[config.mk]
export PLATFORM = sky130hd
export DESIGN_NAME = servant_mtimer
export DESIGN_NICKNAME = d
export VERILOG_FILES = /design/src/rtl/servant_mtimer.sv
export SDC_FILE = /design/constraint.sdc
export NUM_CORES = 1
export LEC_CHECK = 0
export CORE_MARGIN = 2
export CORE_UTILIZATION = 36
export CTS_BUF_LIST = sky130_fd_sc_hd__clkbuf_2
export CTS_CLUSTER_SIZE = 20
export DETAILED_ROUTE_END_ITERATION = 12
export GPL_TIMING_DRIVEN = 0
export SYNTH_ARGS = -nofsm -noshare
export SYNTH_HDL_FRONTEND = slang
export SYNTH_SLANG_ARGS = --single-unit
[constraint.sdc]
create_clock -name i_clk -period 2 [get_ports i_clk]
set_input_delay 0.3 -clock i_clk [delete_from_list [all_inputs] [get_ports i_clk]]
set_output_delay 0.3 -clock i_clk [all_outputs]
set_load 0.03 [all_outputs]
[src/rtl/servant_mtimer.sv]
// Wishbone-mapped machine timer: prescaled mtime, mtimecmp, wrap-safe compare and timer IRQ.
// Optional wakeup pulse generation is enabled by defining SERVANT_MTIMER_WAKEUP_EN.
module servant_mtimer #(
  parameter int unsigned WIDTH    = 32,
  parameter int unsigned PRESCALE = 1
) (
  input  logic        i_clk,
  input  logic        i_rst,
  input  logic        i_wb_cyc,
  input  logic        i_wb_we,
  input  logic [1:0]  i_wb_adr,
  input  logic [31:0] i_wb_dat,
  output logic [31:0] o_wb_dat,
  output logic        o_wb_ack,
  output logic        o_irq,
  input  logic        i_sleep_req,
  output logic        o_wakeup_req
);

  localparam int unsigned CntW = 16;
  localparam logic [CntW-1:0] CntMax = CntW'(PRESCALE - 1);

  localparam logic [1:0] AdrMtime = 2'd0;
  localparam logic [1:0] AdrMtimecmp = 2'd1;
  localparam logic [1:0] AdrCtrl = 2'd2;

  if (WIDTH < 8 || WIDTH > 32) begin : g_bad_width
    $error("servant_mtimer: WIDTH must be within 8..32");
  end
  if (PRESCALE < 1 || PRESCALE > 65535) begin : g_bad_prescale
    $error("servant_mtimer: PRESCALE must be within 1..65535");
  end

  logic [WIDTH-1:0] r_mtime;
  logic [WIDTH-1:0] r_mtimecmp;
  logic [1:0]       r_ctrl;
  logic [CntW-1:0]  r_cnt;
  logic             r_ack;
  logic [31:0]      r_rdat;
  logic             r_irq;

  logic             w_access;
  logic             w_wr_mtime;
  logic             w_wr_mtimecmp;
  logic             w_wr_ctrl;
  logic             w_rd;
  logic             w_en;
  logic             w_ie;
  logic             w_tick;
  logic [WIDTH-1:0] w_diff;
  logic             w_hit;
  logic [31:0]      w_rdat;

  // An access is accepted only while no ack is outstanding, so acks never come back to back.
  assign w_access      = i_wb_cyc & ~r_ack;
  assign w_wr_mtime    = w_access & i_wb_we & (i_wb_adr == AdrMtime);
  assign w_wr_mtimecmp = w_access & i_wb_we & (i_wb_adr == AdrMtimecmp);
  assign w_wr_ctrl     = w_access & i_wb_we & (i_wb_adr == AdrCtrl);
  assign w_rd          = w_access & ~i_wb_we;

  assign w_en   = r_ctrl[0];
  assign w_ie   = r_ctrl[1];
  assign w_tick = w_en & (r_cnt == CntMax);

  // Wrap-safe compare: mtime is at or past mtimecmp when the difference is non-negative.
  assign w_diff = r_mtime - r_mtimecmp;
  assign w_hit  = ~w_diff[WIDTH-1];

  always_comb begin
    w_rdat = 32'd0;
    case (i_wb_adr)
      AdrMtime:    w_rdat = 32'(r_mtime);
      AdrMtimecmp: w_rdat = 32'(r_mtimecmp);
      AdrCtrl:     w_rdat = {30'd0, r_ctrl};
      default:     w_rdat = 32'd0;
    endcase
  end

  always_ff @(posedge i_clk) begin
    if (i_rst) begin
      r_ack  <= 1'b0;
      r_rdat <= 32'd0;
    end else begin
      r_ack  <= w_access;
      r_rdat <= w_rd ? w_rdat : 32'd0;
    end
  end

  // A software write to mtime overrides any tick in the same cycle and restarts the prescaler.
  always_ff @(posedge i_clk) begin
    if (i_rst) begin
      r_mtime <= '0;
      r_cnt   <= '0;
    end else if (w_wr_mtime) begin
      r_mtime <= i_wb_dat[WIDTH-1:0];
      r_cnt   <= '0;
    end else if (w_tick) begin
      r_mtime <= r_mtime + WIDTH'(1);
      r_cnt   <= '0;
    end else if (w_en) begin
      r_cnt   <= r_cnt + CntW'(1);
    end
  end

  always_ff @(posedge i_clk) begin
    if (i_rst) begin
      r_mtimecmp <= '0;
      r_ctrl     <= 2'b00;
    end else begin
      if (w_wr_mtimecmp) r_mtimecmp <= i_wb_dat[WIDTH-1:0];
      if (w_wr_ctrl)     r_ctrl     <= i_wb_dat[1:0];
    end
  end

  always_ff @(posedge i_clk) begin
    if (i_rst) r_irq <= 1'b0;
    else       r_irq <= w_ie & w_hit;
  end

  assign o_wb_ack = r_ack;
  assign o_wb_dat = r_rdat;
  assign o_irq    = r_irq;

`ifdef SERVANT_MTIMER_WAKEUP_EN
  logic r_irq_q;
  logic r_sleep_q;
  logic r_wakeup;
  logic w_wakeup;

  // Pulse on an IRQ rising edge during sleep, or on sleep entry with the IRQ already high.
  assign w_wakeup = i_sleep_req & r_irq & (~r_irq_q | ~r_sleep_q);

  always_ff @(posedge i_clk) begin
    if (i_rst) begin
      r_irq_q   <= 1'b0;
      r_sleep_q <= 1'b0;
      r_wakeup  <= 1'b0;
    end else begin
      r_irq_q   <= r_irq;
      r_sleep_q <= i_sleep_req;
      r_wakeup  <= w_wakeup;
    end
  end

  assign o_wakeup_req = r_wakeup;
`else
  logic w_unused_sleep;
  assign w_unused_sleep = i_sleep_req;
  assign o_wakeup_req   = 1'b0;
`endif

endmodule

==> results_dict.tcl, run 1 <==
set metrics [dict create \
    power.total_mw 4.09 \
    finalWorstSetupSlack_ps -118 \
    crit_chain "inv_2, ha_4, nor4b_4, nand3_2, or3_1, buf_6, buf_4, nor3_4, xnor2_1, a211oi_1" \
    irDropWorstVdd_mv 0.302 \
    p_comb_share_pct 12.1 \
    ys_types 42 \
    synthesis.area_sq_um 5640 \
    critPathLaunch "r_cnt[1]$_SDFFE_PP0P_" \
    synthToLayoutAreaGrowth_pct 31.9 \
    rsz0062_at_grt "true" \
    clk_pin_slew_ps 170 \
    fillCellCount 1458 \
    cap_violations 0 \
    track_usage_pct 18.7 \
    utilization_pct 48.7 \
    max_freq_ghz 0.472 \
    cpMaxStageDelayCell "or3_1" \
    gp_congestion 0.863 \
    power_density_nw_per_um2 551 \
    htree_levels 4 \
    dr.pass1.iters 4 \
    crit_required_ps 2670 \
    failed_checks "negative setup slack" \
    path_delay_family "simple AND/OR/NAND/NOR gates" \
    synth_flop_cell "dfxtp_1" \
    syn_nets 740 \
    r2r-start "r_cnt[1]$_SDFFE_PP0P_" \
    fin_nets 863 \
    fp.dieW_um 129 \
    grt_remaining_overflow 0 \
    multiInputGateArea_sq_um 3400 \
    crit_type "flop to flop" \
    fp-row-count 45 \
    crit_arrival_ps 2790 \
    final_layout_size_suffix_gt1_share_pct 19.0 \
    die_h_um 129 \
    synth_top_area_share_pct 41.2 \
    hold_viol_final 0 \
    num_io_pins 74 \
    start_kind "flop" \
    cp_max_fo 5 \
    path_buf_inv 3 \
    drc 0 \
    cellInternalPower_mw 2.92 \
    fin_skew_ps 31.9 \
    dp_cells 948 \
    wl_per_cell_um 14.6 \
    maxSlewViolCount 0 \
    antenna_left 0 \
    seq_area_sq_um 2360 \
    port_buffers 69 \
    p_leak_nw 3.03 \
    synthCells 668 \
    switching_share_pct 28.7 \
    crit_path_max_incr_delay_ps 390 \
    hold_ws_ps 13.5 \
    dieArea_sq_um 16700 \
    worstSkewPairLatency_ps 740 \
    wirelength_mm 14.8 \
    diodes 0 \
    cts_inserted_buffers 17 \
    drtIter0Drc 252 \
    cts-root-buf "clkbuf_2" \
    synthArstFlopShare_pct 0 \
    setup_violations 12 \
    p_clk_share_pct 29.4 \
    initial_utilization_pct 36.9 \
    tightest_slew_ps 782 \
    grt_max_degree 17 \
    ys_ff_latch 116 \
    synth-edff-count 0 \
    relSlewSlack_pct 47.8 \
    ys.warnings.count 0 \
    place_ws_ps -398 \
    netlist_top_cells_area "dfxtp_1, ha_1, mux2i_1" \
    fin_crit_ps 2120 \
    antenna_found_initial 0 \
    hpwl_mm 10.5 \
    end_kind "flop" \
    hp-class "input port to flop" \
    synth.yosys.seq_area_share_pct 41.2 \
    cts_sinks 116 \
    hold_path.startpoint "i_rst" \
    vias_per_cell 4.89 \
    final_cells 1015 \
    core-area_sq_um 15300 \
    vias 4961 \
    ctsLongestPathBuffers 2 \
    grt_pass1_vias 4916 \
    timing.final.crit_share_pct 106 \
    seq_power_share_pct 58.5 \
    outcome "finished with violations" \
    cts_tree "built" \
    avgSynthCellArea_sq_um 8.44 \
    p_sw_mw 1.18 \
    synth_top_cell_by_area "dfxtp_1" \
    grt_pass1_wl_mm 24.1 \
]
-- cell usage in the layout (no fill, tap or decap), types with 7 or more instances in the layout --
cell type,count
nor2_1,87
nand2_1,84
clkbuf_2,27
inv_1,36
and3_1,7
clkbuf_1,21
nor4_4,8
a211oi_1,26
mux2i_1,37
nand2_2,7
nand3_2,7
xnor2_1,16
a21oi_1,47
ha_1,29
nand3_1,11
dfxtp_1,94
clkdlybuf4s50_1,35
buf_4,29
buf_6,9
dfxtp_2,17
nand4_1,14
xor2_1,26
dlygate4sd2_1,34
-- repair_timing --
| action | in CTS | in global routing |
|---|---|---|
| endpoints found under the setup margin | 72 | 42 |
| pin swaps | 43 | 36 |
| resized for setup | 106 | 46 |
| buffers inserted | 20 | 15 |
| hold buffers | 0 | 0 |
-- per-layer routing --
layer / GRT usage [%] / up-vias / wire [um]
met5: 0 / - / 0
met4: 8.76 / 0 / 426
met3: 4.38 / 33 / 519
met2: 31.1 / 87 / 7210
met1: 22.9 / 2319 / 6660
li1: - / 2522 / -
-- synth_stat cells (all sizes together) (2+ instances only) --
cell type,number
inv,41
or3,6
nand3,19
and4,4
nand4,14
a21oi,48
xnor2,18
dfxtp,116
nor4,8
ha,33
a311oi,2
nand3b,2
a21o,5
nor4b,2
xor2,26
nor2b,3
nor3,8
and2,2
clkbuf,25
a211oi,31
nor2,92
o21ai,7
and3,8
nand2,91
mux2i,37
buf,9
-- cell families after synthesis --
group,after synthesis,share of synthesized area (%)
adder cells (fa/ha/maj),33,7.33
AO/OA/AOI/OAI,99,11.0
other,1,0.0665
XOR/XNOR,44,6.84
multiplexers,37,6.57
buffers and inverters,75,5.13
flip-flops,116,41.2
AND/OR/NAND/NOR,263,21.9
-- through the flow --
step / setup TNS (ps) / cell area (sq um)
final: -805 / 7430
after global routing: -4380 / 7430
after CTS: -1390 / 7210
after detailed placement: -17490 / 6610
after global placement: -14870 / 6610
after floorplan: 0 / 5660
-- state kept, by name, summed over array words and instances, names as in the netlist --
| signal | count |
|---|---|
| o_wb_ack | 1 |
| r_mtime | 32 |
| r_ctrl | 2 |
| o_wb_dat | 32 |
| r_cnt | 16 |
| o_irq | 1 |
| r_mtimecmp | 32 |
-- worst register-to-register path: cells and delay by family (launching register included) --
family,cells,cell delay (ps)
AND/OR/NAND/NOR,4,930
AO/OA/AOI/OAI,1,220
flip-flops,1,360
buffers and inverters,3,360
adder cells (fa/ha/maj),1,110
XOR/XNOR,1,80
-- final timing paths --
kind                              endpoint  cells after the start  slack (ps)
setup / recovery  r_mtime[24]$_SDFFE_PP0P_                     10        -120
hold / removal         o_wb_ack$_SDFF_PP0_                      2          10
setup reg to reg  r_mtime[24]$_SDFFE_PP0P_                     10        -120
hold reg to reg        o_wb_ack$_SDFF_PP0_                      1         460
-- power groups by stage --
stage          clock [mW]  sequential [mW]  combinational [mW]
6_report             1.20             2.40               0.495
5_1_grt              1.35             2.40               0.538
4_1_cts              1.23             2.39               0.483
3_5_place_dp            0             2.45               0.426
3_3_place_gp            0             2.44               0.419
2_1_floorplan           0             2.44               0.246
-- final cells by class --
cell class                      count  share of cell area (%)
Clock buffer                       24                    1.62
Buffer                             34                    2.12
Sequential cell                   116                    31.8
Inverter                           41                    2.07
Multi-Input combinational cell    477                    45.8
Timing Repair Buffer              104                    12.6
Tap cell                          211                    3.55
Clock inverter                      8                   0.488
Power figures use the tool's default switching activity.
==> inputs of run 2 (changes only) <==
--- a/config.mk
+++ b/config.mk
@@ -5,11 +5,11 @@
 export SDC_FILE = /design/constraint.sdc
 export NUM_CORES = 1
 export LEC_CHECK = 0
-export CORE_MARGIN = 2
 export CORE_UTILIZATION = 36
 export CTS_BUF_LIST = sky130_fd_sc_hd__clkbuf_2
 export CTS_CLUSTER_SIZE = 20
 export DETAILED_ROUTE_END_ITERATION = 12
+export GPL_ROUTABILITY_DRIVEN = 0
 export GPL_TIMING_DRIVEN = 0
 export SYNTH_ARGS = -nofsm -noshare
 export SYNTH_HDL_FRONTEND = slang
==> results_dict.tcl, run 2 (same netlist as run 1, synthesis figures left out) <==
set metrics [dict create \
    outcome "finished with violations" \
    failed_checks "negative setup slack" \
    fin_nets 861 \
    setup_violations 11 \
    fp.dieW_um 127 \
    vias 4989 \
    grt_remaining_overflow 0 \
    synthToLayoutAreaGrowth_pct 32.5 \
    power_density_nw_per_um2 542 \
    antenna_left 0 \
    die_h_um 127 \
    wirelength_mm 14.8 \
    wl_per_cell_um 14.6 \
    grt_pass1_wl_mm 23.8 \
    crit_arrival_ps 2760 \
    place_ws_ps -445 \
    cp_max_fo 5 \
    cts_inserted_buffers 17 \
    track_usage_pct 19.2 \
    fp-row-count 45 \
    rsz0062_at_grt "true" \
    tightest_slew_ps 836 \
    core-area_sq_um 15300 \
    relSlewSlack_pct 44.3 \
    hp-class "input port to flop" \
    ctsLongestPathBuffers 2 \
    end_kind "flop" \
    p_leak_nw 3.04 \
    cts_sinks 116 \
    critPathLaunch "r_cnt[1]$_SDFFE_PP0P_" \
    irDropWorstVdd_mv 0.270 \
    power.total_mw 4.05 \
    layout_commonest_cell "dfxtp_1" \
    cap_violations 0 \
    crit_chain "inv_2, ha_4, nor4b_4, nand3_2, or3_4, buf_4, nor3_4, xnor2_2, a211oi_1" \
    clk_pin_slew_ps 160 \
    cpMaxStageDelayCell "or3_4" \
    drc 0 \
    multiInputGateArea_sq_um 3450 \
    drtIter0Drc 187 \
    crit_path_max_incr_delay_ps 480 \
    htree_levels 4 \
    initial_utilization_pct 36.9 \
    worstSkewPairLatency_ps 720 \
    finalWorstSetupSlack_ps -132 \
    maxSlewViolCount 0 \
    r2r-start "r_cnt[1]$_SDFFE_PP0P_" \
    diodes 0 \
    dieArea_sq_um 16200 \
    hold_path.startpoint "i_wb_dat[4]" \
    cts-root-buf "clkbuf_2" \
    final_layout_size_suffix_gt1_share_pct 18.9 \
    fin_skew_ps 28.9 \
    final_cell_mix "dfxtp_1, nor2_1, nand2_1, a21oi_1" \
    timing.final.crit_share_pct 107 \
    path_buf_inv 2 \
    dr.pass1.iters 4 \
    crit_required_ps 2620 \
    antenna_found_initial 0 \
    fillCellCount 1438 \
    vias_per_cell 4.93 \
    cts_tree "built" \
    fin_crit_ps 2130 \
    hold_viol_final 0 \
    grt_pass1_vias 4829 \
    grt_max_degree 17 \
    seq_area_sq_um 2360 \
    max_freq_ghz 0.469 \
    crit_type "flop to flop" \
    start_kind "flop" \
    path_delay_family "simple AND/OR/NAND/NOR gates" \
    port_buffers 69 \
    hpwl_mm 10.4 \
    num_io_pins 74 \
]
-- run 2: timing repair --
action	4_1_cts	5_1_grt
hold buffers	1	0
gates resized for setup	99	55
endpoints found under the hold margin	1	0
buffers inserted	21	13
setup endpoints to repair	72	40
pin swaps	40	36
-- run 2: per-stage QoR --
stage               instances  hold WS (ps)  area [sq um]  setup TNS [ps]  utilization (%)
CTS                      1000          87.6          7210            -764             47.3
floorplan                 668           436          5660               0                -
detailed placement        948           455          6610          -17740             43.3
finish                   1011           156          7470            -651             48.9
global placement          948           440          6610          -14430             43.3
global route             1011          68.6          7470           -2490             48.9
-- run 2: metal layers --
layer | GRT usage [%] | share of wire (%) | wire length, um
met1 | 22.9 | 45 | 6580
met2 | 32.2 | 49 | 7270
met3 | 5.15 | 3.9 | 578
met4 | 8.54 | 2.2 | 321
met5 | 0 | 0 | 0
-- run 2: report_power, final --
part	total [mW]	internal, mW	leakage [nW]	switching (mW)
sequential	2.40	2.35	0.949	0.0484
clock	1.15	0.304	0.115	0.845
combinational	0.502	0.235	1.98	0.267
-- run 2: area by class of cell --
cell class	instances	share of cell area, %
clock buffers	21	1.41
well taps	211	3.53
plain buffers	32	1.79
flip-flops and latches	116	31.6
clock inverters	9	0.553
multi-input cells	477	46.1
repair buffers	104	12.9
inverters	41	2.06
-- run 2: path summary, 6_finish.rpt --
check                          endpoint  slack, ps  depth (start not counted)
max            r_mtime[24]$_SDFFE_PP0P_       -130                          9
min          r_mtimecmp[4]$_SDFFE_PP0P_        160                          3
max reg2reg    r_mtime[24]$_SDFFE_PP0P_       -130                          9
min reg2reg         o_wb_ack$_SDFF_PP0_        460                          1
-- run 2: worst min-delay path, stage by stage --
cell and delay (ps):
clkdlybuf4s50_1 430, nand2_1 70, a21oi_1 50
==> inputs of run 3 (changes only) <==
--- a/config.mk
+++ b/config.mk
@@ -11,6 +11,7 @@
 export DETAILED_ROUTE_END_ITERATION = 12
 export GPL_ROUTABILITY_DRIVEN = 0
 export GPL_TIMING_DRIVEN = 0
+export PLACE_DENSITY = 0.56
 export SYNTH_ARGS = -nofsm -noshare
 export SYNTH_HDL_FRONTEND = slang
 export SYNTH_SLANG_ARGS = --single-unit
==> results_dict.tcl, run 3 (same netlist as run 1, synthesis figures left out) <==
set metrics [dict create \
    htree_levels 4 \
    crit_path_max_incr_delay_ps 390 \
    die_h_um 127 \
    grt_remaining_overflow 0 \
    outcome "finished with violations" \
    hold_path.startpoint "i_wb_dat[4]" \
    port_buffers 69 \
    place_ws_ps -410 \
    hold_viol_final 0 \
    fin_skew_ps 32.3 \
    clk_pin_slew_ps 170 \
    finalWorstSetupSlack_ps -229 \
    antenna_found_initial 1 \
    path_buf_inv 0 \
    power_density_nw_per_um2 543 \
    fin_nets 858 \
    drc 0 \
    postPlaceCellArea_sq_um 6610 \
    rsz0062_at_grt "true" \
    vias 5052 \
    hpwl_mm 10.4 \
    track_usage_pct 19.4 \
    fillCellCount 1470 \
    final_cell_mix "dfxtp_1, nor2_1, nand2_1, a21oi_1, mux2i_1" \
    setup_violations 14 \
    r2r-end "o_irq$_SDFF_PP0_" \
    core-area_sq_um 15300 \
    fp.dieW_um 127 \
    min_path_cells 3 \
    final_layout_size_suffix_gt1_share_pct 17.8 \
    tightest_slew_ps 863 \
    num_io_pins 74 \
    grt_max_degree 17 \
    irDropWorstVdd_mv 0.254 \
    fin_crit_ps 2230 \
    crit_arrival_ps 2850 \
    min_to "r_mtimecmp[4]$_SDFFE_PP0P_" \
    start_kind "flop" \
    grt_pass1_wl_mm 24.1 \
    cpMaxStageDelayCell "dfxtp_4" \
    crit_chain "ha_4, a21o_1, a221o_1, a31oi_4, o31ai_4, a311oi_2, mux2i_1" \
    initial_utilization_pct 36.9 \
    end_kind "flop" \
    hp-class "input port to flop" \
    cp_max_fo 2 \
    cts-root-buf "clkbuf_2" \
    vias_per_cell 5.00 \
    cap_violations 0 \
    cts_sinks 116 \
    drtIter0Drc 206 \
    wirelength_mm 15.0 \
    crit_required_ps 2620 \
    hold_ws_ps 137 \
    failed_checks "negative setup slack" \
    maxSlewViolCount 0 \
    cts_inserted_buffers 17 \
    cts_tree "built" \
    reg2reg_slack_ps -230 \
    fp-row-count 45 \
    ctsLongestPathBuffers 2 \
    relSlewSlack_pct 42.5 \
    reg2reg_depth 7 \
    dieArea_sq_um 16200 \
    dr.pass1.iters 5 \
    p_leak_nw 3.00 \
    max_freq_ghz 0.449 \
    path_delay_family "compound AO/OA/AOI/OAI gates" \
    wl_per_cell_um 14.9 \
    timing.final.crit_share_pct 111 \
    synthToLayoutAreaGrowth_pct 31.0 \
    finalInstanceArea_sq_um 7380 \
    crit_type "flop to flop" \
    grt_pass1_vias 4912 \
    r2r-start "r_mtime[5]$_SDFFE_PP0P_" \
    layout_commonest_cell "dfxtp_1" \
    antenna_left 0 \
    worstSkewPairLatency_ps 710 \
]
run 3: cell types whose count changed in the layout (fill, tap and decap cells not counted), moves of 3 or more:
| cell | change |
|---|---|
| nand3_2 | +3 |
| clkbuf_1 | -4 |
| a211oi_1 | +7 |
| nand2_1 | -4 |
| a211oi_2 | -7 |
| nand2_2 | +5 |
| clkinv_1 | +4 |
| dfxtp_1 | +3 |
| buf_4 | -4 |
run 3: how the worst max path moves through the flow:
stage                                     from                       end  slack [ps]  depth (start not counted)
floorplan                r_cnt[0]$_SDFFE_PP0P_  r_mtime[28]$_SDFFE_PP0P_           7                          9
global placement       r_mtime[5]$_SDFFE_PP0P_          o_irq$_SDFF_PP0_        -420                          7
detailed placement     r_mtime[5]$_SDFFE_PP0P_          o_irq$_SDFF_PP0_        -410                          7
CTS                 r_mtimecmp[4]$_SDFFE_PP0P_          o_irq$_SDFF_PP0_        -200                          8
global route           r_mtime[5]$_SDFFE_PP0P_          o_irq$_SDFF_PP0_        -260                          7
finish                 r_mtime[5]$_SDFFE_PP0P_          o_irq$_SDFF_PP0_        -230                          7
run 3: repair_timing:
action / CTS / global route
pin swaps: 34 / 37
buffers inserted: 17 / 16
setup endpoints to repair: 71 / 63
hold endpoints to repair: 1 / 0
hold buffers: 1 / 0
gates resized for setup: 101 / 51
run 3: power breakdown:
| group | internal, mW | switching, mW | total [mW] |
|---|---|---|---|
| Clock | 0.282 | 0.838 | 1.12 |
| Sequential | 2.35 | 0.0479 | 2.40 |
| Combinational | 0.231 | 0.264 | 0.495 |
| Total | 2.86 | 1.15 | 4.01 |
run 3: stage by stage:
stage               cells  utilization, %  total power, mW  TNS [ps]
CTS                   996            47.0             4.05     -1240
floorplan             668               -             2.68         0
detailed placement    948            43.3             2.87    -18550
global route         1010            48.4             4.21     -3550
global placement      948            43.3             2.87    -16370
finish               1010            48.4             4.01     -1370
run 3: area by class of cell:
| cell class | count | area, sq um | area share [%] |
|---|---|---|---|
| clock buffers | 19 | 95.1 | 1.29 |
| flip-flops and latches | 116 | 2350 | 31.9 |
| diodes | 2 | 5.00 | 0.0678 |
| clock inverters | 11 | 46.3 | 0.627 |
| multi-input cells | 477 | 3380 | 45.8 |
| well taps | 211 | 264 | 3.58 |
| plain buffers | 32 | 139 | 1.88 |
| inverters | 41 | 154 | 2.08 |
| repair buffers | 101 | 942 | 12.8 |
run 3: worst register-to-register path, delay by kind of cell (launching register included):
kind                       cells  cell delay, ps
muxes                          1             300
adders and majority gates      1             230
DFF                            1             390
AOI/OAI and AO/OA              5            1210
run 3: metal layers:
metal	vias to the layer above	track usage [%]	share of wire [%]
met4	0	8.12	2.0
met5	-	0	0
met2	121	33.3	49
li1	2508	-	-
met3	23	4.23	4.0
met1	2400	23.4	45
